### config.mk
export PLATFORM = sky130hd
export DESIGN_NAME = int_ctrl
export DESIGN_NICKNAME = d
export VERILOG_FILES = /design/src/rtl/int_ctrl.sv
export SDC_FILE = /design/constraint.sdc
export NUM_CORES = 1
export LEC_CHECK = 0
export ABC_AREA = 1
export CORE_UTILIZATION = 43
export CTS_BUF_LIST = sky130_fd_sc_hd__clkbuf_8 sky130_fd_sc_hd__clkbuf_16
export CTS_CLUSTER_DIAMETER = 30
export CTS_CLUSTER_SIZE = 14
export DETAILED_ROUTE_END_ITERATION = 10
export GPL_TIMING_DRIVEN = 0
export PLACE_DENSITY = 0.91
export SLEW_MARGIN = 20
export SYNTH_ARGS = -nofsm -noshare
export SYNTH_HDL_FRONTEND = slang
export SYNTH_SLANG_ARGS = --single-unit
### constraint.sdc
create_clock -name i_clk -period 1.5 [get_ports i_clk]
set_input_delay 0.225 -clock i_clk [delete_from_list [all_inputs] [get_ports i_clk]]
set_output_delay 0.225 -clock i_clk [all_outputs]
set_load 0.005 [all_outputs]
### src/rtl/int_ctrl.sv
`default_nettype none
// ============================================================================
// int_ctrl : two-level prioritised interrupt controller with nesting depth 2
// Rev 1.0
// ============================================================================
module int_ctrl #(
  parameter int          N_SRC      = 5,
  parameter logic [15:0] VEC_BASE   = 16'h0003,
  parameter int          VEC_STRIDE = 8
) (
  input  logic             i_clk,
  input  logic             i_rst_n,
  input  logic [N_SRC-1:0] i_req,
  input  logic             i_ea,
  input  logic [N_SRC-1:0] i_ie,
  input  logic [N_SRC-1:0] i_ip,
  input  logic             i_ack,
  input  logic             i_reti,
  output logic             o_irq,
  output logic [15:0]      o_vector,
  output logic [2:0]       o_src,
  output logic             o_busy,
  output logic [1:0]       o_lvl_act
);

  typedef enum logic [0:0] {
    S_IDLE  = 1'b0,
    S_OFFER = 1'b1
  } state_t;

  state_t             state_q, state_d;
  logic [N_SRC-1:0]   pend_q, pend_d;
  logic [2:0]         src_q, src_d;
  logic               lvl_q, lvl_d;
  logic [15:0]        vector_q, vector_d;
  logic               hi_act_q, hi_act_d;
  logic               lo_act_q, lo_act_d;
  logic               busy_q, busy_d;

  logic [N_SRC-1:0]   elig;
  logic [N_SRC-1:0]   clr;
  logic               found_hi, found_lo;
  logic [2:0]         hi_idx, lo_idx, win_idx;
  logic               frozen_elig;
  logic               ack_take;

  // Level gate: a high ISR blocks everything, a low ISR admits only high sources.
  always_comb begin
    elig = '0;
    for (int k = 0; k < N_SRC; k++) begin
      elig[k] = pend_q[k] & i_ie[k] & i_ea &
                (hi_act_q ? 1'b0 : (lo_act_q ? i_ip[k] : 1'b1));
    end
  end

  // Descending scan so the lowest eligible index is the one left standing.
  always_comb begin
    found_hi = 1'b0;
    found_lo = 1'b0;
    hi_idx   = '0;
    lo_idx   = '0;
    for (int k = N_SRC - 1; k >= 0; k--) begin
      if (elig[k]) begin
        if (i_ip[k]) begin
          found_hi = 1'b1;
          hi_idx   = 3'(k);
        end else begin
          found_lo = 1'b1;
          lo_idx   = 3'(k);
        end
      end
    end
    win_idx = found_hi ? hi_idx : lo_idx;
  end

  always_comb begin
    frozen_elig = 1'b0;
    for (int k = 0; k < N_SRC; k++) begin
      if (src_q == 3'(k)) frozen_elig = elig[k];
    end
  end

  assign ack_take = (state_q == S_OFFER) & i_ack;

  always_comb begin
    clr = '0;
    for (int k = 0; k < N_SRC; k++) begin
      clr[k] = ack_take & (src_q == 3'(k));
    end
    // A new request on the acknowledge edge must survive the clear.
    pend_d = i_req | (pend_q & ~clr);
  end

  // RETI retires the innermost level first; the acknowledge then opens a new one.
  always_comb begin
    hi_act_d = hi_act_q;
    lo_act_d = lo_act_q;
    if (i_reti) begin
      if (hi_act_q)      hi_act_d = 1'b0;
      else if (lo_act_q) lo_act_d = 1'b0;
    end
    if (ack_take) begin
      if (lvl_q) hi_act_d = 1'b1;
      else       lo_act_d = 1'b1;
    end
    busy_d = hi_act_d | lo_act_d;
  end

  always_comb begin
    state_d  = state_q;
    src_d    = src_q;
    lvl_d    = lvl_q;
    vector_d = vector_q;
    case (state_q)
      S_IDLE: begin
        if (found_hi | found_lo) begin
          state_d  = S_OFFER;
          src_d    = win_idx;
          lvl_d    = found_hi;
          vector_d = VEC_BASE + 16'(VEC_STRIDE) * {13'd0, win_idx};
        end
      end
      S_OFFER: begin
        // An acknowledge wins over a same-cycle withdrawal: the CPU already took it.
        if (ack_take || !frozen_elig) state_d = S_IDLE;
      end
      default: state_d = S_IDLE;
    endcase
  end

  always_ff @(posedge i_clk or negedge i_rst_n) begin
    if (!i_rst_n) begin
      state_q  <= S_IDLE;
      pend_q   <= '0;
      src_q    <= '0;
      lvl_q    <= 1'b0;
      vector_q <= 16'h0000;
      hi_act_q <= 1'b0;
      lo_act_q <= 1'b0;
      busy_q   <= 1'b0;
    end else begin
      state_q  <= state_d;
      pend_q   <= pend_d;
      src_q    <= src_d;
      lvl_q    <= lvl_d;
      vector_q <= vector_d;
      hi_act_q <= hi_act_d;
      lo_act_q <= lo_act_d;
      busy_q   <= busy_d;
    end
  end

  assign o_irq     = (state_q == S_OFFER);
  assign o_src     = src_q;
  assign o_vector  = vector_q;
  assign o_busy    = busy_q;
  assign o_lvl_act = {hi_act_q, lo_act_q};

endmodule
`default_nettype wire

==> flow_summary.toml, run 1 <==
[status]
status = "complete, no violations"

[timing]
hold_viol = 0
finalCritPeriodShare = 0.9756
layout_setup_ws_ns = 0.03665
maxSlewViolCount = 0
max_freq_ghz = 0.6834
slew_headroom = 0.5965
grt_setup_unrepaired = "yes"
period_minus_slack_ns = 1.463
finClkSkew_ns = 0.0006075
finalSetupViolations = 0
worst_pin_slew_ns = 0.6033

[global_route]
grt_use_met1 = 0.2431
grt-ovfl-total = 0
use_met2 = 0.3504
grt_antenna_before_repair = 0
grt_pass1_wl_um = 3960
grt_pass1_vias = 963
grt_max_degree = 15
grt_busiest_layer = "met2"
grt.total_usage = 0.2004
use_met3 = 0.02047

[cells_and_area]
final_cell_mix = "nand2_1 (44), clkdlybuf4s50_1 (27), buf_4 (26)"
fillCellCount = 169
drive_above_1_share = 0.2877
syn_to_final_growth_pct = 55.62
mostFrequentLayoutCell = "nand2_1"
nets = 234
diodes = 0

[clocking]
clk_pin_slew_ns = 0.05
cts_buffer_depth = 2
cts_hold_buf = 0
cts_htree_levels = 1
cts_buffers = 3
clkLatencyLatePin_ns = 0.24
cts_sinks = 14
cts_tree = "done"
root_buffer = "clkbuf_8"

[die]
io_pins = 43
initial_core_util = 0.4695
core-area_sq_um = 2276
die_h_um = 51.85
placementRows = 17
fp.dieArea_sq_um = 2688
die_x_um = 51.85

[setup_path]
crit_fanout = 6
cp-start-kind = "register"
arrival_ns = 1.59
cp_common_cell = "nand2_4"
cp.required_ns = 1.63
slowest_delay_ns = 0.44
critPathKind = "register to register"
end_kind = "register"
crit_chain = "inv_2 -> nand2_4 -> nor2_4 -> nand3_2 -> nand2_4 -> nor2_4 -> nand2_2 -> nand2_4 -> nand2_1 -> nand2_1"
cp_slowest_cell = "dfrtp_2"

[synth]
yosysUniqueCellTypes = 22
postSynthAreaPerCell_sq_um = 6.763
ys_seq_area_frac = 0.3279
yosys_warnings = 0
postSynthCellCount = 158
synthesis.area_sq_um = 1069
ys_seq_elements = 14

[placed_design]
gp_congestion = 0.8969
portBuffers = 31
place_hpwl_um = 1926
place_ws_ns = -0.2650

[drt]
firstDrtPassIters = 4
num_vias = 1133
antenna_left = 0
detail_route.wirelength_um = 2680
wl_per_cell_um = 11.17
drc_errors = 0
via_per_inst = 4.721
drt_iter0_drc = 38

[power]
finalPower_mw = 2.115
max-vdd-ir-drop_mv = 0.9704
p_leak_nw = 0.8988
power_density_nw_per_um2 = 1272

[hold_path]
hold_path_class = "input pin to asynchronous set/reset pin"

[job]
max_cap_viol_count = 0
what timing repair did:
action	4_1_cts	5_1_grt
endpoints found under the setup margin	9	9
pin swaps	0	4
buffers inserted	3	7
endpoints found under the hold margin	0	0
gates resized for setup	6	23
Yosys cell counts (all sizes together):
cell    instances  area (sq um)
a21o            3         22.52
buf            17         127.6
a21oi           2         13.76
nand3b          1         7.510
nand3          16         85.08
or2             1         6.260
nand2          53         216.5
nand4           4         25.02
nor3            4         25.02
inv            23         86.33
dfrtp          14         350.3
conb            1         3.750
o21ai           5         25.02
o211ai          1         7.510
nor2           13         66.31
final timing paths:
| check | startpoint | slack, ns | endpoint | depth (start not counted) |
|---|---|---|---|---|
| max reg2reg | hi_act_q | 0.04 | o_src[2] | 10 |
| max in group asynchronous | i_rst_n | 0.70 | o_src[2] | 1 |
| max | hi_act_q | 0.04 | o_src[2] | 10 |
| min | i_rst_n | 0.37 | pend_q[1] | 1 |
| min reg2reg | o_vector[1] | 0.49 | o_vector[1] | 2 |
| min in group i_clk | o_vector[1] | 0.49 | o_vector[1] | 2 |
registers in the layout, indices dropped and copies added, names as in the netlist:
name      count
pend_q        5
o_src         3
hi_act_q      1
lo_act_q      1
lvl_q         1
o_busy        1
o_irq         1
o_vector      1
routing by layer:
layer / part of all wire / wire length (um)
met1: 0.43 / 1151
met2: 0.53 / 1413
met3: 0.038 / 101
met4: 0.0049 / 13
met5: 0 / 0
report_power, final:
group | switching [mW] | internal [mW]
Combinational | 0.611 | 0.615
Sequential | 0.107 | 0.493
Clock | 0.112 | 0.177
logic make-up (layout without fill, tap and decap cells):
logic type | count (synthesis) | in the layout | synth area share
other | 1 | 11 | 0.003510
and+or+nand+nor | 92 | 92 | 0.4040
AOI/OAI and AO/OA | 11 | 11 | 0.06440
DFF | 14 | 14 | 0.3279
buffers and inverters | 40 | 84 | 0.2002
cell type report:
class | count | area (sq um) | area share
flip-flops and latches | 14 | 354.1 | 0.2129
multi-input cells | 114 | 623.1 | 0.3747
repair buffers | 41 | 395.4 | 0.2378
clock buffers | 3 | 41.29 | 0.02483
well taps | 28 | 35.03 | 0.02107
plain buffers | 17 | 127.6 | 0.07675
inverters | 23 | 86.33 | 0.05192
worst max-delay path, delay by kind of cell, from the launching register on:
| family | cells | cell delay, ns |
|---|---|---|
| buf+inv | 1 | 0.08 |
| flops | 1 | 0.44 |
| simple gates | 9 | 0.82 |
stage by stage:
step           instance area [sq um]  instances    util  hold WS (ns)  TNS, ns
6_report                        1663        240  0.7306        0.3705        0
5_1_grt                         1663        240  0.7306        0.4208  -0.1405
4_1_cts                         1526        233  0.6707        0.3801        0
3_5_place_dp                    1451        227  0.6377        0.4681   -1.377
3_3_place_gp                    1451        227  0.6377        0.4616   -1.353
2_1_floorplan                   1106        168       -      -0.07059        0
Power figures use the tool's default switching activity.
==> run 2: changes to the inputs <==
Settings changed: CAP_MARGIN set to 20, CELL_PAD_IN_SITES_DETAIL_PLACEMENT set to 2, CELL_PAD_IN_SITES_GLOBAL_PLACEMENT set to 2, CORE_UTILIZATION 43 to 22, PLACE_DENSITY 0.91 to 0.9.
==> run 2 against run 1 <==
Net effect: the flow now finishes with violations (setup timing); hold slack better by 0.010 ns; via count up 4.1%; fmax down 6.6%; power up 3.9%; global-route usage down 3.8 points; first-iteration DRC count unchanged; final cell count up 10%; sequential share of layout area down 0.60 points; critical path depth up 1; clock skew up 0.0015 ns; flip-flop and latch count unchanged; final area up 3.6%; largest power group unchanged.
==> flow_summary.toml, run 2 (same netlist as run 1, synthesis figures left out) <==
[cells_and_area]
final_core_util = 0.3825
finalNonFillerCells = 264
largest_reg_flops = 5
top_register = "pend_q"
diodes = 0
fillCellCount = 526
drive_above_1_share = 0.3066
syn_to_final_growth_pct = 61.24
nets = 234
fin_area_sq_um = 1723
mostFrequentLayoutCell = "nand2_1"
final_cell_mix = "nand2_1 (43), clkdlybuf4s50_1 (28), buf_4 (26)"

[setup_path]
endpoint = "o_src[1]"
r2r_end = "o_src[1]"
r2r_slack_ns = -0.07
critPathKind = "register to register"
rr_worst_depth = 11
crit_fanout = 4
cp-startpoint = "hi_act_q"
arrival_ns = 1.69
slowest_delay_ns = 0.45
crit_chain = "inv_2 -> nand2_4 -> nor2_4 -> nand3_2 -> nand2_4 -> buf_12 -> nor3_4 -> nand2_1 -> nand2_1 -> nand2_1 -> nand2_1"
cp_common_cell = "nand2_1"
reg2reg_from = "hi_act_q"
end_kind = "register"
cp-start-kind = "register"
cp_slowest_cell = "dfrtp_2"
cp.required_ns = 1.63

[timing]
slew_headroom = 0.5701
finalSetupViolations = 4
grt_setup_unrepaired = "yes"
hold_viol = 0
layout_setup_ws_ns = -0.06691
maxSlewViolCount = 0
finalCritPeriodShare = 1.045
period_minus_slack_ns = 1.567
worst_pin_slew_ns = 0.6429
finClkSkew_ns = 0.002074
final.setup.tns_ns = -0.1465
max_freq_ghz = 0.6382
worst_hold_slack_ns = 0.3806

[clocking]
clk_pin_slew_ns = 0.06
clkLatencyLatePin_ns = 0.24
cts_sinks = 14
cts_tree = "done"
root_buffer = "clkbuf_8"
cts_buffer_depth = 2
cts_buffers = 3
cts_htree_levels = 1

[hold_path]
hold_path_class = "input pin to asynchronous set/reset pin"

[placed_design]
portBuffers = 31
place_hpwl_um = 2861
place_area_sq_um = 1481
place_ws_ns = -0.4149
gp_congestion = 0.8358
place_inst = 251

[die]
die_h_um = 71.69
die_x_um = 71.69
core-area_sq_um = 4504
fp.dieArea_sq_um = 5139
io_pins = 43
initial_core_util = 0.2372
placementRows = 24

[drt]
drt_iter0_drc = 38
firstDrtPassIters = 3
antenna_left = 0
via_per_inst = 4.466
drc_errors = 0
wl_per_cell_um = 15.02
detail_route.wirelength_um = 3964
num_vias = 1179

[power]
finalPower_mw = 2.197
max-vdd-ir-drop_mv = 0.7896
p_leak_nw = 0.8724
power_density_nw_per_um2 = 1275

[status]
violations = "setup timing"
status = "finished, violations left"

[job]
max_cap_viol_count = 0

[global_route]
grt_pass1_vias = 1313
grt_pass1_wl_um = 6437
grt.total_usage = 0.1628
grt-ovfl-total = 0
grt_max_degree = 15
grt_antenna_before_repair = 0
run 2: metal layers:
| layer | GRT usage | share of wire |
|---|---|---|
| met1 | 0.1897 | 0.41 |
| met2 | 0.3040 | 0.55 |
| met3 | 0.02672 | 0.035 |
| met5 | 0 | 0 |
| met4 | 0.04793 | 0.011 |
run 2: critical path: cells and delay by family, from the launching register on:
kind | cells | cell delay (ns)
AND/OR/NAND/NOR | 9 | 0.81
flip-flops | 1 | 0.45
buffers and inverters | 2 | 0.19
run 2: worst min-delay path by stage:
stage	start	to	slack, ns	cells after the start
after CTS	i_rst_n	o_busy	0.40	1
after global placement	pend_q[3]	pend_q[3]	0.46	1
after floorplan	i_rst_n	hi_act_q	-0.07	0
final	i_rst_n	o_busy	0.38	1
after detailed placement	pend_q[3]	pend_q[3]	0.47	1
after global routing	i_rst_n	o_busy	0.43	1
run 2: layout make-up:
type	count	area (sq um)	area share
buffer	17	127.6	0.07407
clock buffer	3	41.29	0.02397
inverter	23	86.33	0.05011
multi-input combinational	114	648.1	0.3762
sequential	14	356.6	0.2070
tap	52	65.06	0.03776
timing repair buffer	41	397.9	0.2309
run 2: repair_timing:
action | 4_1_cts | 5_1_grt
gates resized for setup | 23 | 11
setup endpoints to repair | 12 | 7
buffers inserted | 7 | 3
hold buffers | 0 | 0
pin swaps | 4 | 5
run 2: report_power, final:
part | total (mW) | switching (mW) | internal, mW
Combinational | 1.29 | 0.679 | 0.606
Sequential | 0.609 | 0.113 | 0.497
Clock | 0.303 | 0.125 | 0.177
Total | 2.20 | 0.916 | 1.28
==> run 3: changes to the inputs <==
Settings changed: CORE_MARGIN set to 2.
==> run 3 against run 2 <==
Net effect: the run still ends with setup timing left; fmax rose by 3.2%; count of clock-buffer cells in the layout grew 1; die area increased by 5.7%; sequential power up 2%.
==> flow_summary.toml, run 3 (same netlist as run 1, synthesis figures left out) <==
[status]
status = "finished, violations left"
violations = "setup timing"

[timing]
worst_hold_slack_ns = 0.3873
hold_viol = 0
final.setup.tns_ns = -0.02941
worst_pin_slew_ns = 0.6548
maxSlewViolCount = 0
finalCritPeriodShare = 1.012
grt_setup_unrepaired = "yes"
slew_headroom = 0.5621
max_freq_ghz = 0.6586
period_minus_slack_ns = 1.518
layout_setup_ws_ns = -0.01848
finalSetupViolations = 2
finClkSkew_ns = 0.002128

[clocking]
cts_tree = "done"
root_buffer = "clkbuf_8"
cts_sinks = 14
cts_htree_levels = 1
cts_buffers = 3
clk_pin_slew_ns = 0.06
cts_buffer_depth = 2
clkLatencyLatePin_ns = 0.24

[cells_and_area]
mostFrequentLayoutCell = "nand2_1"
diodes = 0
fin_area_sq_um = 1720
top_register = "pend_q"
nets = 232
syn_to_final_growth_pct = 61.01
final_cell_mix = "nand2_1 (42), clkdlybuf4s50_1 (27), buf_4 (24)"
drive_above_1_share = 0.3175
largest_reg_flops = 5

[power]
finalPower_mw = 2.275
max-vdd-ir-drop_mv = 0.5474
p_leak_nw = 0.8987
power_density_nw_per_um2 = 1323

[drt]
drt_iter0_drc = 27
drc_errors = 0
via_per_inst = 4.377
wl_per_cell_um = 14.54
detail_route.wirelength_um = 3853
antenna_left = 0
num_vias = 1160
firstDrtPassIters = 4

[setup_path]
critPathKind = "register to register"
end_kind = "register"
cp-start-kind = "register"
cp.required_ns = 1.63
crit_fanout = 4
arrival_ns = 1.65

[global_route]
grt_antenna_before_repair = 0
grt-ovfl-total = 0
grt_pass1_wl_um = 6410
grt.total_usage = 0.1553
grt_max_degree = 15
grt_pass1_vias = 1257

[die]
core-area_sq_um = 4692
die_x_um = 73.69
fp.dieArea_sq_um = 5430
placementRows = 25
die_h_um = 73.69
initial_core_util = 0.2277
io_pins = 43

[placed_design]
place_hpwl_um = 2981
place_ws_ns = -0.3674
gp_congestion = 0.8530
portBuffers = 31
place_area_sq_um = 1484

[job]
max_cap_viol_count = 0

[hold_path]
hold_path_class = "input pin to asynchronous set/reset pin"
## run 3: cell types whose count changed in the layout (fill, tap and decap cells not counted), sizes merged
cell | previous run | this run
buf | 27 | 25
dlymetal6s2s | 1 | 3
clkbuf | 3 | 4
clkdlybuf4s50 | 28 | 27
dlygate4sd2 | 2 | 1
## run 3: final timing paths
| kind | start | endpoint | slack, ns | cells after the start |
|---|---|---|---|---|
| min reg2reg | pend_q[3] | pend_q[3] | 0.49 | 1 |
| min | i_rst_n | o_busy | 0.39 | 1 |
| max | hi_act_q | o_src[2] | -0.02 | 11 |
| min in group i_clk | pend_q[3] | pend_q[3] | 0.49 | 1 |
| max reg2reg | hi_act_q | o_src[2] | -0.02 | 11 |
| max in group asynchronous | i_rst_n | lo_act_q | 0.65 | 1 |
## run 3: repair_timing
item                       in CTS  in global routing
setup endpoints to repair      12                  9
setup buffers                   6                  2
gates resized for setup        13                 21
cloned                          0                  0
pin swaps                       2                  2
hold buffers                    0                  0
## run 3: per-stage QoR
stage	std cells	util
detailed placement	253	0.3163
global placement	253	0.3163
finish	265	0.3667
global route	265	0.3667
floorplan	168	-
CTS	263	0.3467
## run 3: cell type report
type / instances / area (sq um)
fill: 562 / 2972
multi-input combinational: 114 / 638.1
timing repair buffer: 39 / 389.1
sequential: 14 / 356.6
buffer: 17 / 127.6
inverter: 23 / 86.33
tap: 54 / 67.56
clock buffer: 4 / 55.05
## run 3: power by group
group / switching (mW) / total (mW) / leakage [nW] / internal [mW]
sequential: 0.126 / 0.623 / 0.150 / 0.497
combinational: 0.680 / 1.29 / 0.720 / 0.614
clock: 0.127 / 0.359 / 0.0288 / 0.232
total: 0.933 / 2.28 / 0.899 / 1.34
## run 3: metal layers
layer / wire length (um) / track usage
met1: 1562 / 0.1853
met2: 2136 / 0.2976
met3: 138 / 0.01509
met4: 16 / 0.03030
met5: 0 / 0
## run 3: critical path, cell delays in order, from the launching register on
cell and delay [ns]:
dfrtp_2 0.45, inv_2 0.08, nand2_4 0.09, nor2_4 0.17, nand3_2 0.11, nand2_4 0.12
buf_4 0.11, nor2_1 0.03, nand2_1 0.06, nand2_1 0.06, nand2_1 0.08, nand2_2 0.05
